===== config.mk =====
export PLATFORM = sky130hd
export DESIGN_NAME = color_event_counter_flat
export DESIGN_NICKNAME = d
export VERILOG_FILES = /design/src/rtl/color_event_counter_if.sv /design/src/rtl/color_event_counter.sv /design/src/flat_wrapper.sv
export SDC_FILE = /design/constraint.sdc
export NUM_CORES = 1
export LEC_CHECK = 0
export CAP_MARGIN = 20
export CELL_PAD_IN_SITES_DETAIL_PLACEMENT = 1
export CELL_PAD_IN_SITES_GLOBAL_PLACEMENT = 1
export CORE_UTILIZATION = 28
export DETAILED_ROUTE_END_ITERATION = 10
export PLACE_DENSITY = 0.62
export SLEW_MARGIN = 5
export SYNTH_ARGS = -nofsm -noshare
export SYNTH_HDL_FRONTEND = slang
export SYNTH_SLANG_ARGS = --single-unit

===== constraint.sdc =====
create_clock -name clk -period 2.6 [get_ports clk]
set_input_delay 0.39 -clock clk [delete_from_list [all_inputs] [get_ports clk]]
set_output_delay 0.39 -clock clk [all_outputs]
set_load 0.1 [all_outputs]

===== src/rtl/color_event_counter_if.sv =====
// Sample/clear inputs and registered count/event outputs of the color event counter.
// The bench or sensor-side logic drives through master; the counter itself uses slave.
interface color_event_counter_if;
  logic        sample_valid;
  logic [1:0]  color_code;
  logic        clear;
  logic [11:0] count_r;
  logic [11:0] count_g;
  logic [11:0] count_b;
  logic        event_valid;
  logic [1:0]  event_code;
  logic [2:0]  saturated;

  modport master (
    output sample_valid, color_code, clear,
    input  count_r, count_g, count_b, event_valid, event_code, saturated
  );

  modport slave (
    input  sample_valid, color_code, clear,
    output count_r, count_g, count_b, event_valid, event_code, saturated
  );
endinterface


===== src/rtl/color_event_counter.sv =====
// Debounced per-color object counter: a color must persist STABLE_N valid samples
// to count once, then GAP_N zero samples re-arm; counts are 3-digit packed BCD.
//
// state   | meaning
// ARMED   | waiting for a non-zero sample to start a new object
// QUALIFY | candidate color seen, accumulating identical samples
// COUNTED | object counted, waiting for GAP_N zero samples
module color_event_counter #(
  parameter int STABLE_N = 4,
  parameter int GAP_N    = 2
) (
  input logic                 clk,
  input logic                 rst,
  color_event_counter_if.slave bus
);

  localparam logic [1:0] ARMED   = 2'd0;
  localparam logic [1:0] QUALIFY = 2'd1;
  localparam logic [1:0] COUNTED = 2'd2;

  localparam logic [3:0] STABLE_C = 4'(STABLE_N);
  localparam logic [3:0] GAP_C    = 4'(GAP_N);

  logic [1:0]  state;
  logic [3:0]  run;
  logic [3:0]  gap;
  logic [1:0]  cand;
  logic [11:0] cnt_r, cnt_g, cnt_b;
  logic [2:0]  sat;
  logic        ev_valid;
  logic [1:0]  ev_code;
  logic        hit;

  function automatic logic [11:0] bcd_inc(input logic [11:0] v);
    logic [11:0] r;
    r = v;
    if (v != 12'h999) begin
      if (v[3:0] != 4'd9) begin
        r[3:0] = v[3:0] + 4'd1;
      end else begin
        r[3:0] = 4'd0;
        if (v[7:4] != 4'd9) begin
          r[7:4] = v[7:4] + 4'd1;
        end else begin
          r[7:4]  = 4'd0;
          r[11:8] = v[11:8] + 4'd1;
        end
      end
    end
    return r;
  endfunction

  assign hit = bus.sample_valid && (state == QUALIFY) &&
               (bus.color_code == cand) && (run + 4'd1 == STABLE_C);

  always_ff @(posedge clk) begin
    if (!rst) begin
      state <= ARMED;
      run   <= 4'd0;
      gap   <= 4'd0;
      cand  <= 2'd0;
    end else if (bus.sample_valid) begin
      case (state)
        ARMED: begin
          if (bus.color_code != 2'd0) begin
            cand  <= bus.color_code;
            run   <= 4'd1;
            state <= QUALIFY;
          end
        end
        QUALIFY: begin
          if (bus.color_code == 2'd0) begin
            run   <= 4'd0;
            state <= ARMED;
          end else if (bus.color_code == cand) begin
            run <= run + 4'd1;
            if (hit) begin
              gap   <= 4'd0;
              state <= COUNTED;
            end
          end else begin
            cand <= bus.color_code;
            run  <= 4'd1;
          end
        end
        COUNTED: begin
          if (bus.color_code == 2'd0) begin
            gap <= gap + 4'd1;
            if (gap + 4'd1 == GAP_C) state <= ARMED;
          end else begin
            gap <= 4'd0;
          end
        end
        default: state <= ARMED;
      endcase
    end
  end

  // clear outranks a simultaneous count; the event itself is still reported
  always_ff @(posedge clk) begin
    if (!rst) begin
      cnt_r <= 12'h000;
      cnt_g <= 12'h000;
      cnt_b <= 12'h000;
      sat   <= 3'b000;
    end else if (bus.clear) begin
      cnt_r <= 12'h000;
      cnt_g <= 12'h000;
      cnt_b <= 12'h000;
      sat   <= 3'b000;
    end else if (hit) begin
      case (cand)
        2'd1: begin
          if (cnt_r == 12'h999) sat[0] <= 1'b1;
          cnt_r <= bcd_inc(cnt_r);
        end
        2'd2: begin
          if (cnt_g == 12'h999) sat[1] <= 1'b1;
          cnt_g <= bcd_inc(cnt_g);
        end
        2'd3: begin
          if (cnt_b == 12'h999) sat[2] <= 1'b1;
          cnt_b <= bcd_inc(cnt_b);
        end
        default: ;
      endcase
    end
  end

  always_ff @(posedge clk) begin
    if (!rst) begin
      ev_valid <= 1'b0;
      ev_code  <= 2'd0;
    end else begin
      ev_valid <= hit;
      if (hit) ev_code <= cand;
    end
  end

  assign bus.count_r     = cnt_r;
  assign bus.count_g     = cnt_g;
  assign bus.count_b     = cnt_b;
  assign bus.saturated   = sat;
  assign bus.event_valid = ev_valid;
  assign bus.event_code  = ev_code;

endmodule


===== src/flat_wrapper.sv =====
// flat-port wrapper written by rule: the top's interface ports become plain ports
module color_event_counter_flat 
#(
  parameter int STABLE_N = 4,
  parameter int GAP_N    = 2
)
  (clk, rst, bus_sample_valid, bus_color_code, bus_clear, bus_count_r, bus_count_g, bus_count_b, bus_event_valid, bus_event_code, bus_saturated);
  color_event_counter_if bus_i ();
  input logic clk;
  input logic rst;
  input wire logic [$bits(bus_i.sample_valid)-1:0] bus_sample_valid;
  input wire logic [$bits(bus_i.color_code)-1:0] bus_color_code;
  input wire logic [$bits(bus_i.clear)-1:0] bus_clear;
  output wire logic [$bits(bus_i.count_r)-1:0] bus_count_r;
  output wire logic [$bits(bus_i.count_g)-1:0] bus_count_g;
  output wire logic [$bits(bus_i.count_b)-1:0] bus_count_b;
  output wire logic [$bits(bus_i.event_valid)-1:0] bus_event_valid;
  output wire logic [$bits(bus_i.event_code)-1:0] bus_event_code;
  output wire logic [$bits(bus_i.saturated)-1:0] bus_saturated;
  assign bus_i.sample_valid = bus_sample_valid;
  assign bus_i.color_code = bus_color_code;
  assign bus_i.clear = bus_clear;
  assign bus_count_r = bus_i.count_r;
  assign bus_count_g = bus_i.count_g;
  assign bus_count_b = bus_i.count_b;
  assign bus_event_valid = bus_i.event_valid;
  assign bus_event_code = bus_i.event_code;
  assign bus_saturated = bus_i.saturated;
  color_event_counter #(.STABLE_N(STABLE_N), .GAP_N(GAP_N)) u_core (.clk(clk), .rst(rst), .bus(bus_i));
endmodule

==> impl_metrics.py, run 1 <==
metrics = {
    "run_status": {
        "status": "complete, no violations",
    },
    "critical_path": {
        "start_kind": "primary input",
        "crit_path_end_kind": "flip-flop",
        "crit_fanout": 15,
        "critPathLaunch": "bus_color_code[0]",
        "critPathKind": "primary input to flip-flop",
        "worstPathRequired_ps": 2850,
        "worstPathArrival_ps": 2580,
        "reg2reg_from": "u_core.cand[0]",
    },
    "clocking": {
        "clockBufferDepth": 2,
        "clk_pin_slew_ps": 110,
        "htree_num_levels": 2,
        "cts_tree": "yes",
        "post_cts_resized": 0,
        "cts_root_buf": "clkbuf_8",
        "numCtsBuffers": 5,
        "clock_latency_ps": 310,
        "cts.sink_count": 54,
    },
    "synthesis": {
        "synth_top_cell_by_area": "dfxtp_1",
        "ys_ff_latch": 54,
        "synth_nets": 376,
        "synth.avg_cell_area_sq_um": 8.22,
        "syn_inst": 361,
        "async_flop_share_pct": 0,
        "synth-seq-area-share_pct": 36.4,
        "synth.area.top_cells": "dfxtp_1 36%, a21oi_1 5.7%, ha_1 3.8%",
        "synth_warnings": 0,
        "synth_top_area_share_pct": 36.4,
        "synth_cell_types": 50,
        "synthFlopType": "dfxtp_1",
        "synth_area_sq_um": 2970,
        "synth_edf_count": 0,
    },
    "placed_design": {
        "portBuffers": 47,
        "hpwl_microns": 6270,
        "gp_congestion": 0.743,
    },
    "power": {
        "vdd_drop_max_mv": 0.198,
        "leakagePower_nw": 1.26,
        "p_sw_mw": 0.353,
        "power_frac_clock_pct": 38.3,
        "p_per_area_nw_per_um2": 414,
        "pwr-share-seq_pct": 55.9,
        "p_comb_share_pct": 5.8,
        "p_total_mw": 1.51,
        "switching_share_pct": 23.4,
        "intPower_mw": 1.15,
    },
    "die": {
        "dieArea_sq_um": 11000,
        "fp.dieH_microns": 105,
        "start_util_pct": 28.9,
        "die_w_microns": 105,
        "fp.coreArea_sq_um": 10300,
        "boundaryPins": 48,
        "num_rows": 37,
    },
    "timing": {
        "clock-skew-final_ps": 15.1,
        "final-hold-violation-count": 0,
        "relSlewSlack_pct": 55.8,
        "finalCritPeriodShare_pct": 89.6,
        "min_period_ps": 2330,
        "max_freq_mhz": 429,
        "setup_viol": 0,
        "tightest_slew_ps": 658,
        "slew_viol_final": 0,
        "whs_ps": 472,
        "rsz0062_at_grt": "no",
    },
    "detailed_routing": {
        "drt_iter0_drc": 100,
        "viasPerCell": 5.31,
        "drc": 0,
        "num_vias": 2898,
        "drtPass1Iterations": 4,
        "wl_microns": 8570,
        "wl_per_cell_microns": 15.7,
        "drt.antenna.violating_nets": 0,
    },
    "final_layout": {
        "fin_util_pct": 35.4,
        "synthToLayoutAreaGrowth_pct": 22.5,
        "antennaDiodeCount": 0,
        "fin_nets": 424,
        "layout_commonest_cell": "buf_4",
        "drive_gt1_share_pct": 17.6,
        "final_cell_mix": "56 x buf_4, 53 x dfxtp_1, 34 x a21oi_1, 27 x nand2_1",
    },
    "global_route": {
        "globalRouteTotalUtil_pct": 16.3,
        "grt_pass1_vias": 2903,
        "grt_max_degree": 30,
        "grt_overflow": 0,
        "grt_pass1_wl_microns": 14600,
        "antenna_found_initial": 0,
    },
    "flow_run": {
        "maxCapViolations": 0,
    },
    "worst_hold_path": {
        "hp-class": "flip-flop to flip-flop",
        "worstHoldStart": "u_core.bus.event_code[1]",
    },
}
==> final timing paths <==
kind         depth (start not counted)                  endpoint  slack (ps)
max                                  6    u_core.bus.count_g[11]         270
min                                  2  u_core.bus.event_code[1]         470
max reg2reg                          5    u_core.bus.count_g[11]         400
min reg2reg                          2  u_core.bus.event_code[1]         470
==> worst max-delay path, stage by stage <==
cell,delay (ps)
clkdlybuf4s50_1,470
xnor2_1,560
nand4_1,230
buf_4,250
or4_1,510
a21oi_1,160
==> kinds of logic (layout without fill, tap and decap cells) <==
| group | Yosys count | in the layout | synth area share (%) |
|---|---|---|---|
| mux | 5 | 5 | 1.73 |
| fa+ha+maj | 9 | 9 | 3.79 |
| simple gates | 148 | 148 | 29.9 |
| flops | 54 | 54 | 36.4 |
| buf+inv | 38 | 87 | 4.97 |
| compound gates | 101 | 101 | 21.4 |
| xor+xnor | 6 | 6 | 1.77 |
==> power by group through the flow <==
stage               logic [mW]  registers, mW  clock network (mW)
CTS                     0.0885          0.843               0.605
global route            0.0967          0.845               0.635
floorplan               0.0584          0.853                   0
global placement        0.0850          0.861                   0
detailed placement      0.0876          0.862                   0
finish                  0.0878          0.842               0.577
==> routing by layer <==
layer	share of wire [%]	vias up	track usage, %	wire length [microns]
met2	47	34	27.6	4060
met4	0.91	0	4.23	78
met3	2.4	7	2.50	209
li1	-	1448	-	-
met1	49	1409	21.6	4230
met5	0	-	0	0
==> repair_timing <==
action | 4_1_cts | 5_1_grt
endpoints found under the setup margin | 0 | 3
hold endpoints to repair | 0 | 0
hold buffers | 0 | 0
buffers inserted | 0 | 1
==> through the flow <==
stage / worst slack (ps) / cell area (sq um) / cells / TNS [ps]
finish: 270 / 3640 / 546 / 0
floorplan: 21.6 / 2970 / 361 / 0
global placement: -47.6 / 3520 / 537 / -107
CTS: 170 / 3630 / 545 / 0
detailed placement: -114 / 3520 / 537 / -517
global route: 90.2 / 3640 / 546 / 0
==> cell usage after synthesis, types with 2 or more instances <==
| library cell | instances |
|---|---|
| inv_1 | 18 |
| clkbuf_1 | 15 |
| ha_1 | 9 |
| a211oi_1 | 4 |
| o311ai_0 | 2 |
| and4bb_2 | 2 |
| and4_1 | 5 |
| nor4_1 | 6 |
| xnor2_1 | 2 |
| o21ai_0 | 18 |
| dfxtp_1 | 54 |
| mux2i_1 | 4 |
| and3_1 | 4 |
| o31ai_1 | 14 |
| and2_1 | 2 |
| or3b_4 | 2 |
| nand4_1 | 14 |
| o22ai_1 | 3 |
| nand2b_1 | 8 |
| nor4bb_1 | 3 |
| buf_2 | 4 |
| nor2_1 | 17 |
| a31oi_1 | 9 |
| or4_1 | 14 |
| nor2b_1 | 10 |
| nor3b_1 | 2 |
| nand3b_1 | 4 |
| o211ai_1 | 5 |
| nand2_1 | 27 |
| a21boi_0 | 3 |
| and3b_1 | 4 |
| xor2_1 | 4 |
| nor3_1 | 6 |
| a21oi_1 | 34 |
| or3_1 | 5 |
| a41o_1 | 2 |
| nand3_1 | 9 |
==> sequential cells by signal, summed over array words and instances, names as in the netlist <==
signal,count
u_core.bus.count_g,12
u_core.cand,2
u_core.gap,4
u_core.bus.event_valid,1
u_core.bus.count_b,12
u_core.run,4
u_core.bus.count_r,12
u_core.bus.saturated,3
u_core.state,2
u_core.bus.event_code,2
==> layout make-up <==
cell class	count	area, sq um
Fill cell	1276	6640
Timing Repair Buffer	61	470
Inverter	18	67.6
Clock buffer	7	76.3
Clock inverter	1	30.0
Tap cell	136	170
Sequential cell	54	1080
Multi-Input combinational cell	269	1740
(Power assumes the default switching activity.)
==> run 2: changes to the inputs <==
--- a/config.mk
+++ b/config.mk
@@ -8,10 +8,9 @@
 export CAP_MARGIN = 20
 export CELL_PAD_IN_SITES_DETAIL_PLACEMENT = 1
 export CELL_PAD_IN_SITES_GLOBAL_PLACEMENT = 1
-export CORE_UTILIZATION = 28
+export CORE_UTILIZATION = 40
 export DETAILED_ROUTE_END_ITERATION = 10
-export PLACE_DENSITY = 0.62
-export SLEW_MARGIN = 5
+export PLACE_DENSITY = 0.82
 export SYNTH_ARGS = -nofsm -noshare
 export SYNTH_HDL_FRONTEND = slang
 export SYNTH_SLANG_ARGS = --single-unit
==> run 2 against run 1 <==
Sequential power barely moved. Sequential share of layout area rose by 0.54 points. Total power fell by 4.8%. Clock skew fell by 11 ps. Count of clock-buffer cells in the layout fell by 1. Wire length fell by 6.0%. Combinational power fell by 2%. Die area fell by 29%. Cell count fell by 7.0%. Core utilization rose by 14 points. Critical path type unchanged. Critical endpoint is now u_core.bus.count_r[10].
==> impl_metrics.py, run 2 (synthesized netlist as in run 1, its figures left out) <==
metrics = {
    "detailed_routing": {
        "viasPerCell": 5.81,
        "wl_met2_microns": 3930,
        "wl_per_cell_microns": 15.9,
        "dr_wl_met3_microns": 230,
        "drc": 0,
        "wl_microns": 8060,
        "drt-met1-wl_microns": 3830,
        "drt.antenna.violating_nets": 0,
        "drt_iter0_drc": 93,
        "num_vias": 2954,
        "drtPass1Iterations": 5,
        "highest_layer": "met4",
    },
    "timing": {
        "min_period_ps": 2310,
        "setup_viol": 0,
        "relSlewSlack_pct": 62.5,
        "max_freq_mhz": 432,
        "finalCritPeriodShare_pct": 89.0,
        "rsz0062_at_grt": "no",
        "final-hold-violation-count": 0,
        "whs_ps": 463,
        "tightest_slew_ps": 558,
        "tns_ps": 0,
        "clock-skew-final_ps": 3.79,
        "slew_viol_final": 0,
    },
    "clocking": {
        "clockBufferDepth": 2,
        "holdBufCountCts": 0,
        "htree_num_levels": 2,
        "cts_setup_buffers": 0,
        "cts_root_buf": "clkbuf_8",
        "cts.sink_count": 54,
        "clk_pin_slew_ps": 100,
        "clock_latency_ps": 310,
        "numCtsBuffers": 5,
        "post_cts_resized": 0,
        "cts_tree": "yes",
    },
    "flow_run": {
        "maxCapViolations": 0,
    },
    "die": {
        "boundaryPins": 48,
        "fp.dieH_microns": 88.1,
        "start_util_pct": 41.1,
        "dieArea_sq_um": 7770,
        "fp.coreArea_sq_um": 7210,
        "die_w_microns": 88.1,
        "num_rows": 31,
    },
    "critical_path": {
        "reg2reg_from": "u_core.run[0]",
        "critPathLaunch": "bus_color_code[0]",
        "start_kind": "primary input",
        "crit_fanout": 9,
        "crit_end": "u_core.bus.count_r[10]",
        "reg2reg_depth": 5,
        "worstPathArrival_ps": 2560,
        "crit_path_end_kind": "flip-flop",
        "critPathKind": "primary input to flip-flop",
        "r2r-end": "u_core.bus.count_r[10]",
        "worstPathRequired_ps": 2850,
        "r2r_slack_ps": 400,
    },
    "final_layout": {
        "antennaDiodeCount": 0,
        "fin_nets": 423,
        "drive_gt1_share_pct": 17.8,
        "synthToLayoutAreaGrowth_pct": 20.3,
        "layout_commonest_cell": "buf_4",
        "final_cell_mix": "55 x buf_4, 53 x dfxtp_1, 34 x a21oi_1, 27 x nand2_1",
        "num-fill-cells": 901,
    },
    "power": {
        "p_total_mw": 1.44,
        "p_per_area_nw_per_um2": 402,
        "leakagePower_nw": 1.25,
        "vdd_drop_max_mv": 0.222,
    },
    "global_route": {
        "grt_pass1_wl_microns": 13500,
        "grt_pass1_vias": 2817,
        "grt_max_degree": 27,
        "globalRouteTotalUtil_pct": 21.8,
        "antenna_found_initial": 0,
        "grt_overflow": 0,
    },
    "placed_design": {
        "hpwl_microns": 5880,
        "gp_congestion": 0.765,
        "portBuffers": 47,
    },
    "run_status": {
        "status": "complete, no violations",
    },
    "worst_hold_path": {
        "hp-class": "flip-flop to flip-flop",
    },
}
run 2: power breakdown:
part	switching, mW	total [mW]	internal, mW
registers	0.0105	0.842	0.832
logic	0.0531	0.0863	0.0333
clock network	0.292	0.507	0.215
total	0.355	1.44	1.08
run 2: metal layers:
metal	up-vias	track usage (%)
met1	1463	28.2
met5	-	0
met4	0	4.69
met3	5	4.34
li1	1443	-
met2	43	37.7
run 2: layout make-up:
cell class / count / area (sq um) / area share [%]
well taps: 99 / 124 / 3.47
inverters: 18 / 67.6 / 1.89
repair buffers: 60 / 463 / 13.0
clock buffers: 6 / 82.6 / 2.31
flip-flops and latches: 54 / 1080 / 30.3
clock inverters: 2 / 12.5 / 0.350
multi-input cells: 269 / 1740 / 48.7
run 2: worst max-delay path: stages:
cell and delay (ps):
clkdlybuf4s50_1 470, xnor2_1 470, nand4_1 460, or4_1 600, a21oi_1 160
run 2: how the worst min path moves through the flow:
stage,start,endpoint,slack (ps),cells past startpoint
final,u_core.bus.event_code[0],u_core.bus.event_code[0],460,2
after CTS,u_core.bus.event_code[1],u_core.bus.event_code[1],470,2
after global routing,u_core.bus.event_code[0],u_core.bus.event_code[0],490,2
after floorplan,bus_sample_valid,u_core.gap[1],480,1
after global placement,u_core.bus.event_code[0],u_core.bus.event_code[0],450,2
after detailed placement,u_core.bus.event_code[1],u_core.bus.event_code[1],450,2
run 2: metrics by stage:
step | area [sq um] | util [%] | instances | setup WS [ps]
2_1_floorplan | 2970 | - | 361 | 21.6
3_3_place_gp | 3480 | 48.2 | 500 | 96.6
3_5_place_dp | 3480 | 48.2 | 500 | 3.77
4_1_cts | 3570 | 49.5 | 508 | 313
5_1_grt | 3570 | 49.5 | 508 | 157
6_report | 3570 | 49.5 | 508 | 287
==> run 3: changes to the inputs <==
==> constraint.sdc (replaced) <==
create_clock -name clk -period 2.14 [get_ports clk]
set_input_delay 0.321 -clock clk [delete_from_list [all_inputs] [get_ports clk]]
set_output_delay 0.321 -clock clk [all_outputs]
set_load 0.1 [all_outputs]
==> run 3 against run 2 <==
Cell count grew 2.8%. Wire length grew 1.8%. Critical path depth is 1 higher. Core utilization up 2.1 points. Non-clock buffer count increased by 14. Sequential power grew 20%. Via count increased by 0.85%. First-iteration DRC count shrank 27%. Global-route usage is 0.35 points higher. Register-to-register slack got worse by 240 ps. Design area rose by 4.2%. Combinational power up 52%. Critical endpoint is now u_core.bus.count_g[11].
==> impl_metrics.py, run 3 (synthesized netlist as in run 1, its figures left out) <==
metrics = {
    "critical_path": {
        "worstPathRequired_ps": 2390,
        "crit_fanout": 6,
        "reg2reg_from": "u_core.bus.count_g[9]",
        "start_kind": "flip-flop",
        "crit_path_end_kind": "flip-flop",
        "cp_cell_sequence": "inv_1 > ha_1 > and3b_1 > or4_4 > or4_1 > a21oi_1",
        "crit_slowest_cell": "or4_4",
        "critPathLaunch": "u_core.bus.count_g[9]",
        "worstPathArrival_ps": 2220,
        "critPathBufInv": 1,
        "cpPeakStageDelay_ps": 560,
        "critPathTopFamily": "simple AND/OR/NAND/NOR gates",
        "critPathKind": "flip-flop to flip-flop",
    },
    "final_layout": {
        "fin_nets": 437,
        "antennaDiodeCount": 0,
        "layout.cells.non_filler": 522,
        "drive_gt1_share_pct": 26.7,
        "layout_commonest_cell": "buf_4",
        "num-fill-cells": 883,
        "synthToLayoutAreaGrowth_pct": 25.4,
        "final_cell_mix": "69 x buf_4, 34 x a21oi_1, 28 x dfxtp_1, 27 x nand2_1, 22 x dfxtp_2",
    },
    "detailed_routing": {
        "drt_iter0_drc": 68,
        "wl_microns": 8210,
        "drt.antenna.violating_nets": 0,
        "wl_per_cell_microns": 15.7,
        "drc": 0,
        "num_vias": 2979,
        "viasPerCell": 5.71,
        "drtPass1Iterations": 4,
    },
    "die": {
        "die_w_microns": 88.1,
        "dieArea_sq_um": 7770,
        "fp.dieH_microns": 88.1,
        "boundaryPins": 48,
        "fp.coreArea_sq_um": 7210,
        "num_rows": 31,
        "start_util_pct": 41.1,
    },
    "clocking": {
        "cts_tree": "yes",
        "clock_latency_ps": 310,
        "cts.sink_count": 54,
        "cts_root_buf": "clkbuf_8",
        "htree_num_levels": 2,
        "cts_setup_buffers": 0,
        "clk_pin_slew_ps": 90,
        "clockBufferDepth": 2,
        "numCtsBuffers": 5,
    },
    "placed_design": {
        "gp_congestion": 0.828,
        "hpwl_microns": 6060,
        "portBuffers": 47,
        "dp_cells": 514,
    },
    "global_route": {
        "antenna_found_initial": 0,
        "grt_overflow": 0,
        "grt_pass1_wl_microns": 13500,
        "grt_pass1_vias": 2837,
        "grt_max_degree": 23,
        "globalRouteTotalUtil_pct": 22.2,
    },
    "timing": {
        "max_freq_mhz": 506,
        "finalCritPeriodShare_pct": 92.4,
        "clock-skew-final_ps": 8.92,
        "final-hold-violation-count": 0,
        "min_period_ps": 1980,
        "setup_viol": 0,
        "relSlewSlack_pct": 68.3,
        "rsz0062_at_grt": "no",
        "tightest_slew_ps": 471,
        "slew_viol_final": 0,
    },
    "power": {
        "p_total_mw": 1.71,
        "p_per_area_nw_per_um2": 459,
        "vdd_drop_max_mv": 0.227,
        "leakagePower_nw": 1.33,
    },
    "worst_hold_path": {
        "hp-class": "flip-flop to flip-flop",
        "worstHoldStart": "u_core.bus.event_code[0]",
    },
    "run_status": {
        "status": "complete, no violations",
    },
    "flow_run": {
        "maxCapViolations": 0,
    },
}
==> run 3: changes by cell type in the layout (fill, tap and decap cells not counted), moves of 4 or more <==
| cell | previous run | this run |
|---|---|---|
| dfxtp_1 | 53 | 28 |
| dfxtp_2 | 1 | 22 |
| buf_4 | 55 | 69 |
| dfxtp_4 | 0 | 4 |
==> run 3: power breakdown <==
group	total, mW	internal, mW	switching (mW)	leakage [nW]
clock network	0.565	0.228	0.337	0.0450
logic	0.131	0.0563	0.0744	0.837
registers	1.01	1.01	0.00932	0.450
total	1.71	1.29	0.421	1.33
==> run 3: metal layers <==
layer | vias to the layer above | wire (microns) | GRT usage [%] | share of wire (%)
li1 | 1484 | - | - | -
met1 | 1443 | 3960 | 29.8 | 48
met2 | 43 | 3950 | 36.9 | 48
met3 | 9 | 178 | 3.20 | 2.2
met4 | 0 | 116 | 6.60 | 1.4
met5 | - | 0 | 0 | 0
==> run 3: final timing paths <==
kind | end | slack, ps | cells after the start
setup / recovery | u_core.bus.count_g[11] | 160 | 6
hold reg to reg | u_core.bus.event_code[0] | 470 | 2
setup reg to reg | u_core.bus.count_g[11] | 160 | 6
hold / removal | u_core.bus.event_code[0] | 470 | 2
==> run 3: per-stage QoR <==
stage	TNS, ps	hold WS, ps	worst slack, ps	util [%]	cell area (sq um)
4_1_cts	0	478	106	51.4	3710
3_3_place_gp	-5920	445	-324	50.2	3620
2_1_floorplan	0	411	7.65	-	3010
5_1_grt	0	497	13.8	51.6	3720
3_5_place_dp	-9450	457	-410	50.2	3620
6_report	0	470	162	51.6	3720
==> run 3: timing repair <==
| action | 4_1_cts | 5_1_grt |
|---|---|---|
| hold buffers | 0 | 0 |
| endpoints found under the setup margin | 6 | 6 |
| hold endpoints to repair | 0 | 0 |
| gates resized for setup | 1 | 3 |
==> run 3: final cells by class <==
class                   count  area [sq um]  area share [%]
clock buffers               6          72.6            1.95
repair buffers             74           568            15.3
well taps                  99           124            3.33
flip-flops and latches     54          1120            30.2
clock inverters             2          10.0           0.269
multi-input cells         269          1760            47.2
inverters                  18          67.6            1.82
==> run 3: tightest hold or removal path: cells and delay by family (launching register included) <==
kind | cells | cell delay (ps)
AND/OR/NAND/NOR | 1 | 50
flip-flops | 1 | 320
AO/OA/AOI/OAI | 1 | 50
